File: config.mk
export PLATFORM = sky130hd
export DESIGN_NAME = bcd_sec_counter_flat
export DESIGN_NICKNAME = d
export VERILOG_FILES = /design/src/rtl/bcd_sec_counter_if.sv /design/src/rtl/bcd_sec_counter.sv /design/src/flat_wrapper.sv
export SDC_FILE = /design/constraint.sdc
export NUM_CORES = 1
export LEC_CHECK = 0
export ABC_AREA = 1
export CAP_MARGIN = 20
export CORE_MARGIN = 2
export CORE_UTILIZATION = 40
export DETAILED_ROUTE_END_ITERATION = 16
export GPL_ROUTABILITY_DRIVEN = 0
export GPL_TIMING_DRIVEN = 0
export MAX_ROUTING_LAYER = met4
export PLACE_DENSITY = 0.62
export REMOVE_ABC_BUFFERS = 1
export SLEW_MARGIN = 20
export SYNTH_ARGS = -nofsm -noshare
export SYNTH_HDL_FRONTEND = slang
export SYNTH_SLANG_ARGS = --single-unit
export TNS_END_PERCENT = 20
File: constraint.sdc
create_clock -name CLOCK_50 -period 1.7 [get_ports CLOCK_50]
set_clock_uncertainty 0.15 [all_clocks]
set_input_delay 0.34 -clock CLOCK_50 [delete_from_list [all_inputs] [get_ports CLOCK_50]]
set_output_delay 0.34 -clock CLOCK_50 [all_outputs]
set_load 0.01 [all_outputs]
File: src/rtl/bcd_sec_counter_if.sv
// rtl/bcd_sec_counter_if.sv - control and digit bus of the BCD seconds counter (dir only with BCD_SEC_COUNTER_DOWN_EN)
interface bcd_sec_counter_if;
    logic       start_stop;
    logic       clear;
    logic [3:0] ones;
    logic [3:0] tens;
    logic       tick;
    logic       wrap;
    logic       running;
`ifdef BCD_SEC_COUNTER_DOWN_EN
    logic       dir;

    modport master (
        output start_stop, clear, dir,
        input  ones, tens, tick, wrap, running
    );
    modport slave (
        input  start_stop, clear, dir,
        output ones, tens, tick, wrap, running
    );
`else
    modport master (
        output start_stop, clear,
        input  ones, tens, tick, wrap, running
    );
    modport slave (
        input  start_stop, clear,
        output ones, tens, tick, wrap, running
    );
`endif
endinterface

File: src/rtl/bcd_sec_counter.sv
// rtl/bcd_sec_counter.sv - two-digit BCD seconds counter with prescaler and start/pause/clear; BCD_SEC_COUNTER_DOWN_EN adds dir
module bcd_sec_counter #(
    parameter int TICK_DIV  = 50000000,
    parameter int MAX_COUNT = 59
) (
    input  logic               CLOCK_50,
    input  logic               rst_n,
    bcd_sec_counter_if.slave   bus
);
    localparam int              P_W      = $clog2(TICK_DIV);
    localparam logic [P_W-1:0]  P_LAST   = P_W'(TICK_DIV - 1);
    localparam logic [3:0]      MAX_TENS = 4'(MAX_COUNT / 10);
    localparam logic [3:0]      MAX_ONES = 4'(MAX_COUNT % 10);

    typedef enum logic [1:0] {
        S_IDLE  = 2'd0,
        S_RUN   = 2'd1,
        S_PAUSE = 2'd2
    } state_t;

    state_t         r_state;
    logic [P_W-1:0] r_p;
    logic [3:0]     r_ones;
    logic [3:0]     r_tens;
    logic           r_start_q;
    logic           r_tick;
    logic           r_wrap;
    logic           r_running;

    logic           w_edge;
    logic           w_dir;
    logic [3:0]     w_next_ones;
    logic [3:0]     w_next_tens;
    logic           w_next_wrap;

    assign w_edge = bus.start_stop & ~r_start_q;

`ifdef BCD_SEC_COUNTER_DOWN_EN
    assign w_dir = bus.dir;
`else
    assign w_dir = 1'b0;
`endif

    // Next digit pair for one step; the terminal value wraps in either direction
    always_comb begin
        w_next_ones = r_ones;
        w_next_tens = r_tens;
        w_next_wrap = 1'b0;
        if (w_dir) begin
            if (r_ones == 4'd0 && r_tens == 4'd0) begin
                w_next_ones = MAX_ONES;
                w_next_tens = MAX_TENS;
                w_next_wrap = 1'b1;
            end else if (r_ones == 4'd0) begin
                w_next_ones = 4'd9;
                w_next_tens = r_tens - 4'd1;
            end else begin
                w_next_ones = r_ones - 4'd1;
            end
        end else begin
            if (r_ones == MAX_ONES && r_tens == MAX_TENS) begin
                w_next_ones = 4'd0;
                w_next_tens = 4'd0;
                w_next_wrap = 1'b1;
            end else if (r_ones == 4'd9) begin
                w_next_ones = 4'd0;
                w_next_tens = r_tens + 4'd1;
            end else begin
                w_next_ones = r_ones + 4'd1;
            end
        end
    end

    always_ff @(posedge CLOCK_50) begin
        if (!rst_n) begin
            r_state   <= S_IDLE;
            r_p       <= '0;
            r_ones    <= 4'd0;
            r_tens    <= 4'd0;
            r_start_q <= 1'b0;
            r_tick    <= 1'b0;
            r_wrap    <= 1'b0;
            r_running <= 1'b0;
        end else begin
            r_start_q <= bus.start_stop;
            r_tick    <= 1'b0;
            r_wrap    <= 1'b0;
            if (bus.clear) begin
                r_state   <= S_IDLE;
                r_p       <= '0;
                r_ones    <= 4'd0;
                r_tens    <= 4'd0;
                r_running <= 1'b0;
            end else begin
                case (r_state)
                    S_IDLE: begin
                        r_p <= '0;
                        if (w_edge) begin
                            r_state   <= S_RUN;
                            r_running <= 1'b1;
                        end
                    end
                    S_RUN: begin
                        // A pause landing on the terminal prescale count keeps p there,
                        // so the withheld step fires on the first cycle after resume.
                        if (w_edge) begin
                            r_state   <= S_PAUSE;
                            r_running <= 1'b0;
                            if (r_p != P_LAST)
                                r_p <= r_p + 1'b1;
                        end else if (r_p == P_LAST) begin
                            r_p    <= '0;
                            r_ones <= w_next_ones;
                            r_tens <= w_next_tens;
                            r_tick <= 1'b1;
                            r_wrap <= w_next_wrap;
                        end else begin
                            r_p <= r_p + 1'b1;
                        end
                    end
                    S_PAUSE: begin
                        if (w_edge) begin
                            r_state   <= S_RUN;
                            r_running <= 1'b1;
                        end
                    end
                    default: begin
                        r_state   <= S_IDLE;
                        r_p       <= '0;
                        r_running <= 1'b0;
                    end
                endcase
            end
        end
    end

    assign bus.ones    = r_ones;
    assign bus.tens    = r_tens;
    assign bus.tick    = r_tick;
    assign bus.wrap    = r_wrap;
    assign bus.running = r_running;
endmodule

File: src/flat_wrapper.sv
// flat-port wrapper written by rule: the top's interface ports become plain ports
module bcd_sec_counter_flat 
#(
    parameter int TICK_DIV  = 50000000,
    parameter int MAX_COUNT = 59
)
  (CLOCK_50, rst_n, bus_start_stop, bus_clear, bus_ones, bus_tens, bus_tick, bus_wrap, bus_running);
  bcd_sec_counter_if bus_i ();
  input  logic CLOCK_50;
  input  logic rst_n;
  input wire logic [$bits(bus_i.start_stop)-1:0] bus_start_stop;
  input wire logic [$bits(bus_i.clear)-1:0] bus_clear;
  output wire logic [$bits(bus_i.ones)-1:0] bus_ones;
  output wire logic [$bits(bus_i.tens)-1:0] bus_tens;
  output wire logic [$bits(bus_i.tick)-1:0] bus_tick;
  output wire logic [$bits(bus_i.wrap)-1:0] bus_wrap;
  output wire logic [$bits(bus_i.running)-1:0] bus_running;
  assign bus_i.start_stop = bus_start_stop;
  assign bus_i.clear = bus_clear;
  assign bus_ones = bus_i.ones;
  assign bus_tens = bus_i.tens;
  assign bus_tick = bus_i.tick;
  assign bus_wrap = bus_i.wrap;
  assign bus_running = bus_i.running;
  bcd_sec_counter #(.TICK_DIV(TICK_DIV), .MAX_COUNT(MAX_COUNT)) u_core (.CLOCK_50(CLOCK_50), .rst_n(rst_n), .bus(bus_i));
endmodule
== Yosys cells after proc, flatten, opt, wreduce, memory -nomap -nowiden ==
Cells that the tools add are included.
Storage, ports and cells
  word-level logic and storage cells: 54
  output and inout port bits: 11
  register bits after elaboration: 40
Operators by class
  add/sub/neg operators: 3
  muxes and demuxes: 16
  bitwise logic cells: 7
  eq/ne operators: 9
  reduce and logical (&&, ||, !) cells: 11
Operators with widths (count)
  26-bit two-way mux: 3
  26-bit case mux with 2 select lines: 1
  26-bit by 1-bit adder with 26-bit output, second input constant: 1
  26-bit == test, second input constant: 1
  26-bit inequality test, second input constant: 1
  4-bit two-way mux: 4
  4-bit by 1-bit adder with 4-bit output, second input constant: 2
  1-bit inverter: 6
  5-bit OR reduction: 1
  4-bit by 3-bit == test with 1-bit output, second input constant: 1
  4-bit == test, second input constant: 1
  1-bit two-way mux: 4
  2-bit two-way mux: 2
  2-bit by 1-bit inequality test with 1-bit output, second input constant: 2
  2-bit case mux with 2 select lines: 1
  2-bit AND reduction: 2
  4-bit AND reduction: 1
  2-bit OR reduction: 2
  4-bit OR reduction: 1
  3-bit inequality test, second input constant: 1
  3-bit AND reduction: 1
  2-bit by 1-bit == test with 1-bit output, second input constant: 1
  2-bit == test, second input constant: 1
  2-bit logical NOT: 1
  other kinds (4): 4

== Logic depth before layout (Yosys ltp) ==
Gate-level depths: netlist of the first run.
  word-level depth: 4
  mapped depth: 10

== Least setup slack after synthesis of the first run ==
OpenSTA, ideal clock, no wires.
  kind: register -> register
  from: reg u_core.r_p[1]
  to: reg u_core.r_p[13]
  data arrival time: 1.457 ns
  slack: -0.026 ns
  data required time: 1.431 ns
  clock period less this slack: 1.726 ns
  cell stages (with the launch flop): 11
  cells stage by stage: dfxtp_1 > ha_1 > nand2_1 > nor2_4 > nand2_4 > nor2_4 > nand2_1 > nand2_1 > nand3_2 > nand2_1 > a21oi_1
On the way
  word-level cells in the longest chain between the ends: 4
  elaborated cells on any way between the ends: 9
Ends and longest elaborated chain
  start, declared: line bcd_sec_counter.sv:22  | logic [P_W-1:0] r_p;
  start signal, assigned: line bcd_sec_counter.sv:110  | r_p <= r_p + 1'b1;
  start signal, assigned: line bcd_sec_counter.sv:118  | r_p <= r_p + 1'b1;
  26-bit by 1-bit adder with 26-bit output or 26-bit == test (tied branches): line bcd_sec_counter.sv:110, bcd_sec_counter.sv:118, bcd_sec_counter.sv:111
  26-bit two-way mux, on equally long branches: line bcd_sec_counter.sv:111, bcd_sec_counter.sv:109
  26-bit two-way mux: line bcd_sec_counter.sv:106  | if (w_edge) begin
  26-bit case mux with 2 select lines: line bcd_sec_counter.sv:95  | case (r_state)
Several ways; a longest one is shown, not always the timed one. The select of a mux whose other input is x is not followed.
A chain may end at the register's enable or synchronous reset.

== Worst setup path after layout of the first run ==
  from: reg u_core.r_p[0]
  to: reg u_core.r_p[22]
Same word-level chain as after synthesis.

==> metrics.txt, run 1 <==
layout-stage area growth over the synthesis result=29.2%; routed via count=2,684; setup slack of the critical path after layout=-0.167 ns; final hold violations=0; CTS clk-pin slew, worst paths=0.09 ns; library cells used by synthesis=31; number of rows created at floorplan=28; Skew-Pair Late Insertion Delay=0.31 ns; minimum setup slack among reg-to-reg paths=-0.17 ns; sort of element at the start of the critical path=flop; clock buffers created by TritonCTS=5; hold buffer count at cts=0; most frequent cells in the layout=sky130_fd_sc_hd__nand2_1 (73), sky130_fd_sc_hd__nor2_1 (50), sky130_fd_sc_hd__inv_1 (45), sky130_fd_sc_hd__nand3_1 (35), sky130_fd_sc_hd__nand4_1 (21); power dissipated by switching net loads=431 µW; # DRC=0; total core area=6030 µm²; power per unit of standard cell area=567 nW/µm²; deepest clock path buffer count=2; Clock H-tree levels=2; number of synthesized flops with an enable pin=0; final period utilization=110%; Yosys top cell area share=30.9%; width of the die=83.5 µm; met1 GRT Util=29.6%; sinks on the clock net=39; detailed-route vias per instance=5.36; worst vdd rail ir drop=0.349 mV; maximum number of pins on one net before global-route repair=13; violated checks=setup timing; met3 Resource Use GR=3.36%; logic depth of the worst register-to-register path=10; worst slew margin relative to its limit=63.1%; cell type with the highest occurrence count on the critical path=sky130_fd_sc_hd__nor2_1; iteration-0 DRC count of the detailed router=244; path category of the worst min-delay check=in2reg; met2 capacity usage during global routing=31.8%; placed cell count=464; number of setup violations in the final report=32; internal power=1.42 mW; fraction of registers with async set/reset=0%; Hold Path Origin=bus_start_stop; Root Buffer Master=sky130_fd_sc_hd__clkbuf_8; Chip Height=83.5 µm; R2R Path End=u_core.r_p[22]$_SDFFE_PP0P_; combinational group share of total power=5.2%; required time reported for the critical path endpoint=1.76 ns; HPWL after detailed placement=4.35 mm; count of non-filler cells in the finished layout=501; gr busiest metal=met2; global routing usage summed across all routing layers=21.5%; Antenna Diode Count=0; maxcap violations=0; total number of yosys warnings=0; worst setup path class=reg2reg; number of nets still failing antenna checks after routing=0; result of the run=finished with violations; final instance area=3260 µm²; aggregate global routing overflow=0; WL per Instance=14.9 µm; capturing element type of the critical path=flop; leakage dissipation=1.27 nW; switching share of total power=23.3%; Fmax achieved=536 MHz; cell count after synthesis=383; vias in the first global route=2,422; effective utilization at floorplan=41.9%; setup repair after global routing missed its margin=yes; maximum fanout along the worst path=7; net count of the finished layout=434; total wire length after detailed routing=7.45 mm; launch instance of the worst register-to-register path=u_core.r_p[0]$_SDFFE_PP0P_; area leader, netlist=sky130_fd_sc_hd__dfxtp_1; leading register cell type out of synthesis=sky130_fd_sc_hd__dfxtp_1; share of layout cells above drive strength 1=29.3%; proportion of synthesized chip area in sequential cells=30.9%; CTS tree=yes; Final Critical Period=1.87 ns; placed instance area=2700 µm²; synth top area cells=sky130_fd_sc_hd__dfxtp_1 (31%), sky130_fd_sc_hd__nand2_1 (12%), sky130_fd_sc_hd__nor2_1 (8.3%); number of top-level pins=15; number of antenna violations at the first check in global routing=0; total die area=6960 µm²; Largest stage delay, worst path=0.38 ns; slew of the pin with the lowest slew margin=0.553 ns; Design Power=1.85 mW; critical-path cell list=ha_4 -> nand2_4 -> nor2_4 -> nand2_4 -> nor2_4 -> nand3_4 -> nand2_8 -> nor2_1 -> nor2_1 -> nor2_1; drt pass-1 iters=5; Flop pwr share=49.4%; Post-Syn Area per Cell=6.59 µm²; count of buffers from port buffering=14; hold slack=0.210 ns; total count of max-transition violations in the final report=0; part of the power in the clock network=45.3%; first-pass GRT wire length=11.8 mm; end of the worst hold path=u_core.r_start_q$_SDFF_PN0_; flops & latches, synth=39; Setup TNS Final=-3.28 ns; most common cell after layout, fill and taps aside=sky130_fd_sc_hd__nand2_1; signal arrival time at the worst endpoint=1.93 ns; count of cells along the worst hold path=3; summed instance area of the synthesized netlist=2520 µm²; slowest cell on the critical path=sky130_fd_sc_hd__dfxtp_4
## worst max-delay path: cells and delay by family (launching register included)
kind                     cells  cell delay (ns)
flip-flops                   1             0.38
AND/OR/NAND/NOR              9             1.08
adder cells (fa/ha/maj)      1             0.16
## per-layer routing
metal	share of wire, %	vias to the layer above
met5	0	-
met1	45	1242
met4	1.5	0
met2	47	93
li1	-	1340
met3	6.1	9
## cells in the mapped netlist (2+ instances only)
cell and count:
sky130_fd_sc_hd__o21bai_1 2, sky130_fd_sc_hd__nand2_2 9, sky130_fd_sc_hd__o21ai_0 7, sky130_fd_sc_hd__clkinv_1 3, sky130_fd_sc_hd__ha_1 5, sky130_fd_sc_hd__buf_2 2, sky130_fd_sc_hd__nand2_4 2, sky130_fd_sc_hd__inv_1 49
sky130_fd_sc_hd__nor2_2 3, sky130_fd_sc_hd__nor2_1 56, sky130_fd_sc_hd__xor2_1 5, sky130_fd_sc_hd__nor3_1 9, sky130_fd_sc_hd__dfxtp_1 39, sky130_fd_sc_hd__or2_2 3, sky130_fd_sc_hd__clkbuf_1 3, sky130_fd_sc_hd__nor2_4 4
sky130_fd_sc_hd__nand2_1 82, sky130_fd_sc_hd__nand3_2 4, sky130_fd_sc_hd__inv_2 3, sky130_fd_sc_hd__nand3b_1 3, sky130_fd_sc_hd__a21oi_1 16, sky130_fd_sc_hd__nand3_1 37, sky130_fd_sc_hd__nand4_1 21, sky130_fd_sc_hd__a21oi_2 9
## sequential cells by signal, summed over array words and instances, names as in the netlist
signal	flops
u_core.bus.wrap	1
u_core.r_state	2
u_core.bus.ones	4
u_core.bus.tens	4
u_core.r_start_q	1
u_core.bus.tick	1
u_core.r_p	26
## how the worst max path moves through the flow
stage	end	cells past startpoint	startpoint
2_1_floorplan	u_core.r_p[22]$_SDFFE_PP0P_	10	u_core.r_p[1]$_SDFFE_PP0P_
3_3_place_gp	u_core.bus.tens[2]$_SDFFE_PP0P_	5	rst_n
3_5_place_dp	u_core.r_p[19]$_SDFFE_PP0P_	5	rst_n
4_1_cts	u_core.r_p[15]$_SDFFE_PP0P_	10	u_core.r_p[0]$_SDFFE_PP0P_
5_1_grt	u_core.r_p[20]$_SDFFE_PP0P_	10	u_core.r_p[0]$_SDFFE_PP0P_
6_report	u_core.r_p[22]$_SDFFE_PP0P_	10	u_core.r_p[0]$_SDFFE_PP0P_
## per-stage QoR
step	util (%)	worst slack (ns)
global placement	44.8	-1.41
detailed placement	44.8	-0.894
global route	54.1	-0.264
finish	54.1	-0.167
floorplan	-	-0.0656
CTS	51.1	-0.119
## cell families (layout without fill, tap and decap cells)
group | Yosys count | count (layout) | synth area share (%)
simple gates | 236 | 243 | 45.7
xor+xnor | 6 | 6 | 2.08
buf+inv | 63 | 99 | 10.6
compound gates | 34 | 34 | 8.28
flops | 39 | 39 | 30.9
fa+ha+maj | 5 | 5 | 2.48
## layout make-up
type / instances / area (µm²)
inverters: 55 / 214
clock buffers: 6 / 82.6
clock inverters: 2 / 35.0
multi-input cells: 288 / 1710
well taps: 75 / 93.8
repair inverters: 2 / 15.0
fillers: 564 / 2760
flip-flops and latches: 39 / 812
repair buffers: 34 / 298
## timing repair
item                                    4_1_cts  5_1_grt
gates cloned                                  7        2
setup buffers                                12        8
pin swaps                                    23       11
endpoints found under the setup margin       47       36
gates resized for setup                      48       33
## power groups by stage
stage / Clock, mW / Sequential, mW / Combinational (mW)
after floorplan: 0 / 0.939 / 0.0388
after global placement: 0 / 0.939 / 0.0658
after detailed placement: 0 / 0.939 / 0.0667
after CTS: 0.847 / 0.918 / 0.0930
after global routing: 0.882 / 0.915 / 0.104
final: 0.838 / 0.915 / 0.0969
Note: power is estimated with default switching activity, not from simulation.
==> run 2, diff against run 1 <==
--- a/config.mk
+++ b/config.mk
@@ -7,7 +7,6 @@
 export LEC_CHECK = 0
 export ABC_AREA = 1
 export CAP_MARGIN = 20
-export CORE_MARGIN = 2
 export CORE_UTILIZATION = 40
 export DETAILED_ROUTE_END_ITERATION = 16
 export GPL_ROUTABILITY_DRIVEN = 0
@@ -15,6 +14,7 @@
 export MAX_ROUTING_LAYER = met4
 export PLACE_DENSITY = 0.62
 export REMOVE_ABC_BUFFERS = 1
+export SKIP_CTS_REPAIR_TIMING = 1
 export SLEW_MARGIN = 20
 export SYNTH_ARGS = -nofsm -noshare
 export SYNTH_HDL_FRONTEND = slang
==> metrics.txt, run 2 (same netlist as run 1, synthesis figures left out) <==
routed via count=2,659 (was 2,684); CTS clk-pin slew, worst paths=0.08 ns (was 0.09 ns); total core area=5990 µm² (was 6030 µm²); most frequent cells in the layout=sky130_fd_sc_hd__nand2_1 (73), sky130_fd_sc_hd__nor2_1 (48), sky130_fd_sc_hd__inv_1 (43), sky130_fd_sc_hd__nand3_1 (34), sky130_fd_sc_hd__nand4_1 (21) (was sky130_fd_sc_hd__nand2_1 (73), sky130_fd_sc_hd__nor2_1 (50), sky130_fd_sc_hd__inv_1 (45), sky130_fd_sc_hd__nand3_1 (35), sky130_fd_sc_hd__nand4_1 (21)); total wire length after detailed routing=7.19 mm (was 7.45 mm); power per unit of standard cell area=556 nW/µm² (was 567 nW/µm²); number of antenna violations at the first check in global routing=0 (unchanged); switching share of total power=23.7% (was 23.3%); violated checks=setup timing (unchanged); count of buffers from port buffering=14 (unchanged); most common cell after layout, fill and taps aside=sky130_fd_sc_hd__nand2_1 (unchanged); Antenna Diode Count=0 (unchanged); leakage dissipation=1.38 nW (was 1.27 nW); final period utilization=105% (was 110%); width of the die=81.5 µm (was 83.5 µm); hold slack=0.105 ns (was 0.210 ns); HPWL after detailed placement=4.31 mm (was 4.35 mm); combinational group share of total power=5.2% (about the same); part of the power in the clock network=45.7% (was 45.3%); WL per Instance=14.4 µm (was 14.9 µm); path category of the worst min-delay check=in2reg (unchanged); number of nets still failing antenna checks after routing=0 (unchanged); Design Power=1.85 mW (about the same); maxcap violations=0 (unchanged); final hold violations=0 (unchanged); iteration-0 DRC count of the detailed router=280 (was 244); register bank with the most flops=u_core.r_p (unchanged); slew of the pin with the lowest slew margin=0.374 ns (was 0.553 ns); worst slew margin relative to its limit=75.1% (was 63.1%); internal power=1.41 mW (was 1.42 mW); Skew-Pair Late Insertion Delay=0.31 ns (about the same); global routing usage summed across all routing layers=21.0% (was 21.5%); Fmax achieved=559 MHz (was 536 MHz); number of top-level pins=15 (unchanged); maximum fanout along the worst path=9 (was 7); maximum number of pins on one net before global-route repair=21 (was 13); first-pass GRT wire length=10.4 mm (was 11.8 mm); worst vdd rail ir drop=0.387 mV (was 0.349 mV); sinks on the clock net=39 (unchanged); number of rows created at floorplan=28 (unchanged); layout-stage area growth over the synthesis result=32.0% (was 29.2%); detailed-route vias per instance=5.34 (was 5.36); drt pass-1 iters=7 (was 5); aggregate global routing overflow=0 (unchanged); total count of max-transition violations in the final report=0 (unchanged); sort of element at the start of the critical path=flop (unchanged); deepest clock path buffer count=2 (unchanged); number of setup violations in the final report=30 (was 32); vias in the first global route=2,207 (was 2,422); power dissipated by switching net loads=440 µW (was 431 µW); # DRC=0 (unchanged); Chip Height=81.5 µm (was 83.5 µm); capturing element type of the critical path=flop (unchanged); total die area=6630 µm² (was 6960 µm²); Final Critical Period=1.79 ns (was 1.87 ns); share of layout cells above drive strength 1=31.2% (was 29.3%); result of the run=finished with violations (unchanged); required time reported for the critical path endpoint=1.78 ns (was 1.76 ns); setup repair after global routing missed its margin=yes (unchanged); clock buffers created by TritonCTS=5 (unchanged); CTS tree=yes (unchanged); effective utilization at floorplan=42.1% (was 41.9%); setup slack of the critical path after layout=-0.0876 ns (was -0.167 ns); worst setup path class=reg2reg (unchanged); Flop pwr share=49.1% (was 49.4%); Clock H-tree levels=2 (unchanged); Largest register FFs=26 (unchanged); Setup TNS Final=-1.62 ns (was -3.28 ns); Root Buffer Master=sky130_fd_sc_hd__clkbuf_8 (unchanged); signal arrival time at the worst endpoint=1.86 ns (was 1.93 ns); Layout Utilization=55.6% (was 54.1%); net count of the finished layout=431 (was 434)
## run 2: cell types whose count changed in the layout (fill, tap and decap cells not counted), moves of 3 or more
cell | previous run | this run
sky130_fd_sc_hd__a21oi_1 | 11 | 14
sky130_fd_sc_hd__dfxtp_4 | 2 | 5
sky130_fd_sc_hd__nor3_1 | 9 | 6
sky130_fd_sc_hd__dlymetal6s2s_1 | 0 | 9
sky130_fd_sc_hd__dlygate4sd2_1 | 10 | 0
sky130_fd_sc_hd__a21oi_2 | 14 | 11
sky130_fd_sc_hd__nor3_2 | 0 | 3
## run 2: worst paths after layout
| kind | start | to | slack (ns) | cells after the start |
|---|---|---|---|---|
| max | u_core.r_p[0]$_SDFFE_PP0P_ | u_core.r_p[6]$_SDFFE_PP0P_ | -0.09 | 9 |
| min | bus_start_stop | u_core.r_start_q$_SDFF_PN0_ | 0.10 | 3 |
| max reg2reg | u_core.r_p[0]$_SDFFE_PP0P_ | u_core.r_p[6]$_SDFFE_PP0P_ | -0.09 | 9 |
| min reg2reg | u_core.r_p[0]$_SDFFE_PP0P_ | u_core.r_p[0]$_SDFFE_PP0P_ | 0.32 | 1 |
## run 2: worst max-delay path, stage by stage, from the launching register on
cell and delay, ns:
sky130_fd_sc_hd__dfxtp_4 0.38, sky130_fd_sc_hd__ha_4 0.16, sky130_fd_sc_hd__nand2_4 0.06, sky130_fd_sc_hd__nor2_4 0.13, sky130_fd_sc_hd__nand2_4 0.08, sky130_fd_sc_hd__nor2_4 0.13
sky130_fd_sc_hd__nand3_4 0.23, sky130_fd_sc_hd__nand2_8 0.19, sky130_fd_sc_hd__nand2_2 0.07, sky130_fd_sc_hd__a21oi_2 0.13
## run 2: power groups by stage
stage,Clock [mW],Combinational (mW),Sequential [mW]
final,0.847,0.0972,0.910
after global routing,0.890,0.106,0.911
after CTS,0.854,0.0665,0.918
after detailed placement,0,0.0664,0.939
after global placement,0,0.0657,0.939
after floorplan,0,0.0388,0.939
## run 2: cell type report
| class | instances | area [µm²] |
|---|---|---|
| clock inverter | 2 | 35.0 |
| fill | 555 | 2660 |
| timing repair inverter | 2 | 15.0 |
| tap | 75 | 93.8 |
| clock buffer | 6 | 82.6 |
| sequential | 39 | 822 |
| multi-input combinational | 286 | 1730 |
| inverter | 55 | 218 |
| timing repair buffer | 33 | 338 |
## run 2: stage by stage
stage,area [µm²],std cells,setup WS [ns]
after floorplan,2460,375,-0.0656
after global placement,2700,464,-1.40
after detailed placement,2700,464,-0.940
after CTS,2820,472,-0.615
after global routing,3330,498,-0.156
final,3330,498,-0.0876
## run 2: metal layers
layer,global-route usage [%],vias to the layer above,share of wire (%)
met5,-,-,0
met4,6.43,0,1.7
met3,3.67,14,6.0
met2,32.7,102,46
met1,27.7,1215,46
li1,-,1328,-
==> run 3, diff against run 2 <==
--- a/config.mk
+++ b/config.mk
@@ -7,7 +7,9 @@
 export LEC_CHECK = 0
 export ABC_AREA = 1
 export CAP_MARGIN = 20
+export CORE_ASPECT_RATIO = 1.4
 export CORE_UTILIZATION = 40
+export CTS_BUF_LIST = sky130_fd_sc_hd__clkbuf_8
 export DETAILED_ROUTE_END_ITERATION = 16
 export GPL_ROUTABILITY_DRIVEN = 0
 export GPL_TIMING_DRIVEN = 0
==> constraint.sdc (replaced) <==
create_clock -name CLOCK_50 -period 1.5 [get_ports CLOCK_50]
set_clock_uncertainty 0.15 [all_clocks]
set_input_delay 0.3 -clock CLOCK_50 [delete_from_list [all_inputs] [get_ports CLOCK_50]]
set_output_delay 0.3 -clock CLOCK_50 [all_outputs]
set_load 0.01 [all_outputs]
==> metrics.txt, run 3 (same netlist as run 1, synthesis figures left out) <==
total count of max-transition violations in the final report=0 (unchanged); aggregate global routing overflow=0 (unchanged); path category of the worst min-delay check=in2reg (unchanged); Antenna Diode Count=0 (unchanged); sort of element at the start of the critical path=flop (unchanged); vias in the first global route=2,285 (was 2,207); count of cells along the worst hold path=3 (unchanged); net count of the finished layout=440 (was 431); final hold violations=0 (unchanged); Chip Height=96.0 µm (was 81.5 µm); CTS tree=yes (unchanged); Flop pwr share=46.4% (was 49.1%); setup slack of the critical path after layout=-0.317 ns (was -0.0876 ns); register bank with the most flops=u_core.r_p (unchanged); # DRC=0 (unchanged); result of the run=finished with violations (unchanged); Hold Path Origin=bus_start_stop (unchanged); deepest clock path buffer count=2 (unchanged); Fmax achieved=550 MHz (was 559 MHz); total wire length after detailed routing=7.71 mm (was 7.19 mm); placed cell count=459 (was 464); combinational group share of total power=6.1% (was 5.2%); R2R Path End=u_core.r_p[22]$_SDFFE_PP0P_ (was u_core.r_p[6]$_SDFFE_PP0P_); internal power=1.75 mW (was 1.41 mW); most frequent cells in the layout=sky130_fd_sc_hd__nand2_1 (75), sky130_fd_sc_hd__nor2_1 (47), sky130_fd_sc_hd__inv_1 (44), sky130_fd_sc_hd__nand3_1 (34) (was sky130_fd_sc_hd__nand2_1 (73), sky130_fd_sc_hd__nor2_1 (48), sky130_fd_sc_hd__inv_1 (43), sky130_fd_sc_hd__nand3_1 (34), sky130_fd_sc_hd__nand4_1 (21)); worst slew margin relative to its limit=66.5% (was 75.1%); worst vdd rail ir drop=0.526 mV (was 0.387 mV); WL per Instance=15.3 µm (was 14.4 µm); total die area=6640 µm² (was 6630 µm²); clock buffers created by TritonCTS=5 (unchanged); sinks on the clock net=39 (unchanged); slew of the pin with the lowest slew margin=0.501 ns (was 0.374 ns); share of layout cells above drive strength 1=32.6% (was 31.2%); maximum number of pins on one net before global-route repair=21 (unchanged); Skew-Pair Late Insertion Delay=0.30 ns (was 0.31 ns); switching share of total power=22.0% (was 23.7%); global routing usage summed across all routing layers=20.3% (was 21.0%); setup repair after global routing missed its margin=yes (unchanged); capturing element type of the critical path=flop (unchanged); number of nets still failing antenna checks after routing=0 (unchanged); routed via count=2,795 (was 2,659); count of buffers from port buffering=14 (unchanged); Largest stage delay, worst path=0.38 ns (about the same); minimum setup slack among reg-to-reg paths=-0.32 ns (was -0.09 ns); final period utilization=121% (was 105%); Final Critical Period=1.82 ns (was 1.79 ns); Largest register FFs=26 (unchanged); most common cell after layout, fill and taps aside=sky130_fd_sc_hd__nand2_1 (unchanged); hold slack=0.0733 ns (was 0.105 ns); cell type with the highest occurrence count on the critical path=sky130_fd_sc_hd__nor2_4; top cell family by delay on the critical path=simple AND/OR/NAND/NOR gates (unchanged); CTS clk-pin slew, worst paths=0.08 ns (about the same); part of the power in the clock network=47.6% (was 45.7%); HPWL after detailed placement=4.55 mm (was 4.31 mm); total core area=5990 µm² (about the same); maxcap violations=0 (unchanged); critical-path cell list=ha_4 -> nand2_4 -> nor2_4 -> nand2_4 -> nor2_4 -> nand3_4 -> nand2_8 -> nor2_4 -> nor2_1 -> nor2_1 (was ha_4 -> nand2_4 -> nor2_4 -> nand2_4 -> nor2_4 -> nand3_4 -> nand2_8 -> nand2_2 -> a21oi_2); effective utilization at floorplan=42.2% (was 42.1%); worst setup path class=reg2reg (unchanged); power per unit of standard cell area=651 nW/µm² (was 556 nW/µm²); launch instance of the worst register-to-register path=u_core.r_p[0]$_SDFFE_PP0P_ (unchanged); count of non-filler cells in the finished layout=502 (was 498); slowest cell on the critical path=sky130_fd_sc_hd__dfxtp_4 (unchanged); drt pass-1 iters=5 (was 7); end of the worst hold path=u_core.r_start_q$_SDFF_PN0_ (unchanged); iteration-0 DRC count of the detailed router=213 (was 280); signal arrival time at the worst endpoint=1.87 ns (was 1.86 ns); maximum fanout along the worst path=6 (was 9); width of the die=69.1 µm (was 81.5 µm); power dissipated by switching net loads=493 µW (was 440 µW); Clock H-tree levels=2 (unchanged); leakage dissipation=1.51 nW (was 1.38 nW); buffer and inverter count on the worst path=0 (unchanged); violated checks=setup timing (unchanged); detailed-route vias per instance=5.57 (was 5.34); logic depth of the worst register-to-register path=10 (was 9); number of rows created at floorplan=33 (was 28); number of setup violations in the final report=36 (was 30); Root Buffer Master=sky130_fd_sc_hd__clkbuf_8 (unchanged); number of antenna violations at the first check in global routing=0 (unchanged); layout-stage area growth over the synthesis result=36.2% (was 32.0%); required time reported for the critical path endpoint=1.55 ns (was 1.78 ns); first-pass GRT wire length=10.4 mm (about the same); number of top-level pins=15 (unchanged)
-- run 3: routing by layer --
layer	wire (µm)	share of wire [%]	GRT usage (%)	vias to the layer above
met4	395	5.1	8.50	0
met2	3950	51	38.3	109
li1	-	-	-	1347
met3	336	4.4	3.14	45
met1	3020	39	21.0	1294
met5	0	0	-	-
-- run 3: power groups by stage --
| stage | sequential (mW) | combinational, mW | clock, mW |
|---|---|---|---|
| CTS | 1.04 | 0.0765 | 1.07 |
| finish | 1.04 | 0.136 | 1.07 |
| global route | 1.04 | 0.143 | 1.12 |
| detailed placement | 1.06 | 0.0764 | 0 |
| global placement | 1.06 | 0.0761 | 0 |
| floorplan | 1.06 | 0.0439 | 0 |
-- run 3: layout make-up --
cell class | instances | area [µm²]
clock buffer | 5 | 68.8
multi-input combinational | 287 | 1750
timing repair buffer | 41 | 420
tap | 70 | 87.6
fill | 514 | 2550
sequential | 39 | 812
timing repair inverter | 2 | 15.0
inverter | 55 | 221
clock inverter | 3 | 63.8
-- run 3: worst max path at each step --
stage	startpoint	end	depth (start not counted)
after floorplan	u_core.r_p[1]$_SDFFE_PP0P_	u_core.r_p[22]$_SDFFE_PP0P_	10
final	u_core.r_p[0]$_SDFFE_PP0P_	u_core.r_p[22]$_SDFFE_PP0P_	10
after detailed placement	rst_n	u_core.bus.tens[3]$_SDFFE_PP0P_	5
after CTS	rst_n	u_core.r_p[19]$_SDFFE_PP0P_	5
after global placement	rst_n	u_core.bus.tens[3]$_SDFFE_PP0P_	5
after global routing	u_core.r_p[7]$_SDFFE_PP0P_	u_core.r_p[19]$_SDFFE_PP0P_	7
-- run 3: per-stage QoR --
step	area, µm²	worst slack (ns)	power [mW]	utilization [%]	TNS, ns
2_1_floorplan	2460	-0.266	1.11	-	-7.49
3_3_place_gp	2690	-1.55	1.14	45.0	-45.62
3_5_place_dp	2700	-1.01	1.14	45.0	-33.37
4_1_cts	2830	-0.707	2.19	47.2	-25.77
5_1_grt	3440	-0.427	2.30	57.5	-12.80
6_report	3440	-0.317	2.24	57.5	-9.10
-- run 3: worst min-delay path: stages --
cell and delay, ns:
sky130_fd_sc_hd__dlymetal6s2s_1 0.10, sky130_fd_sc_hd__nand2_1 0.05, sky130_fd_sc_hd__inv_1 0.04
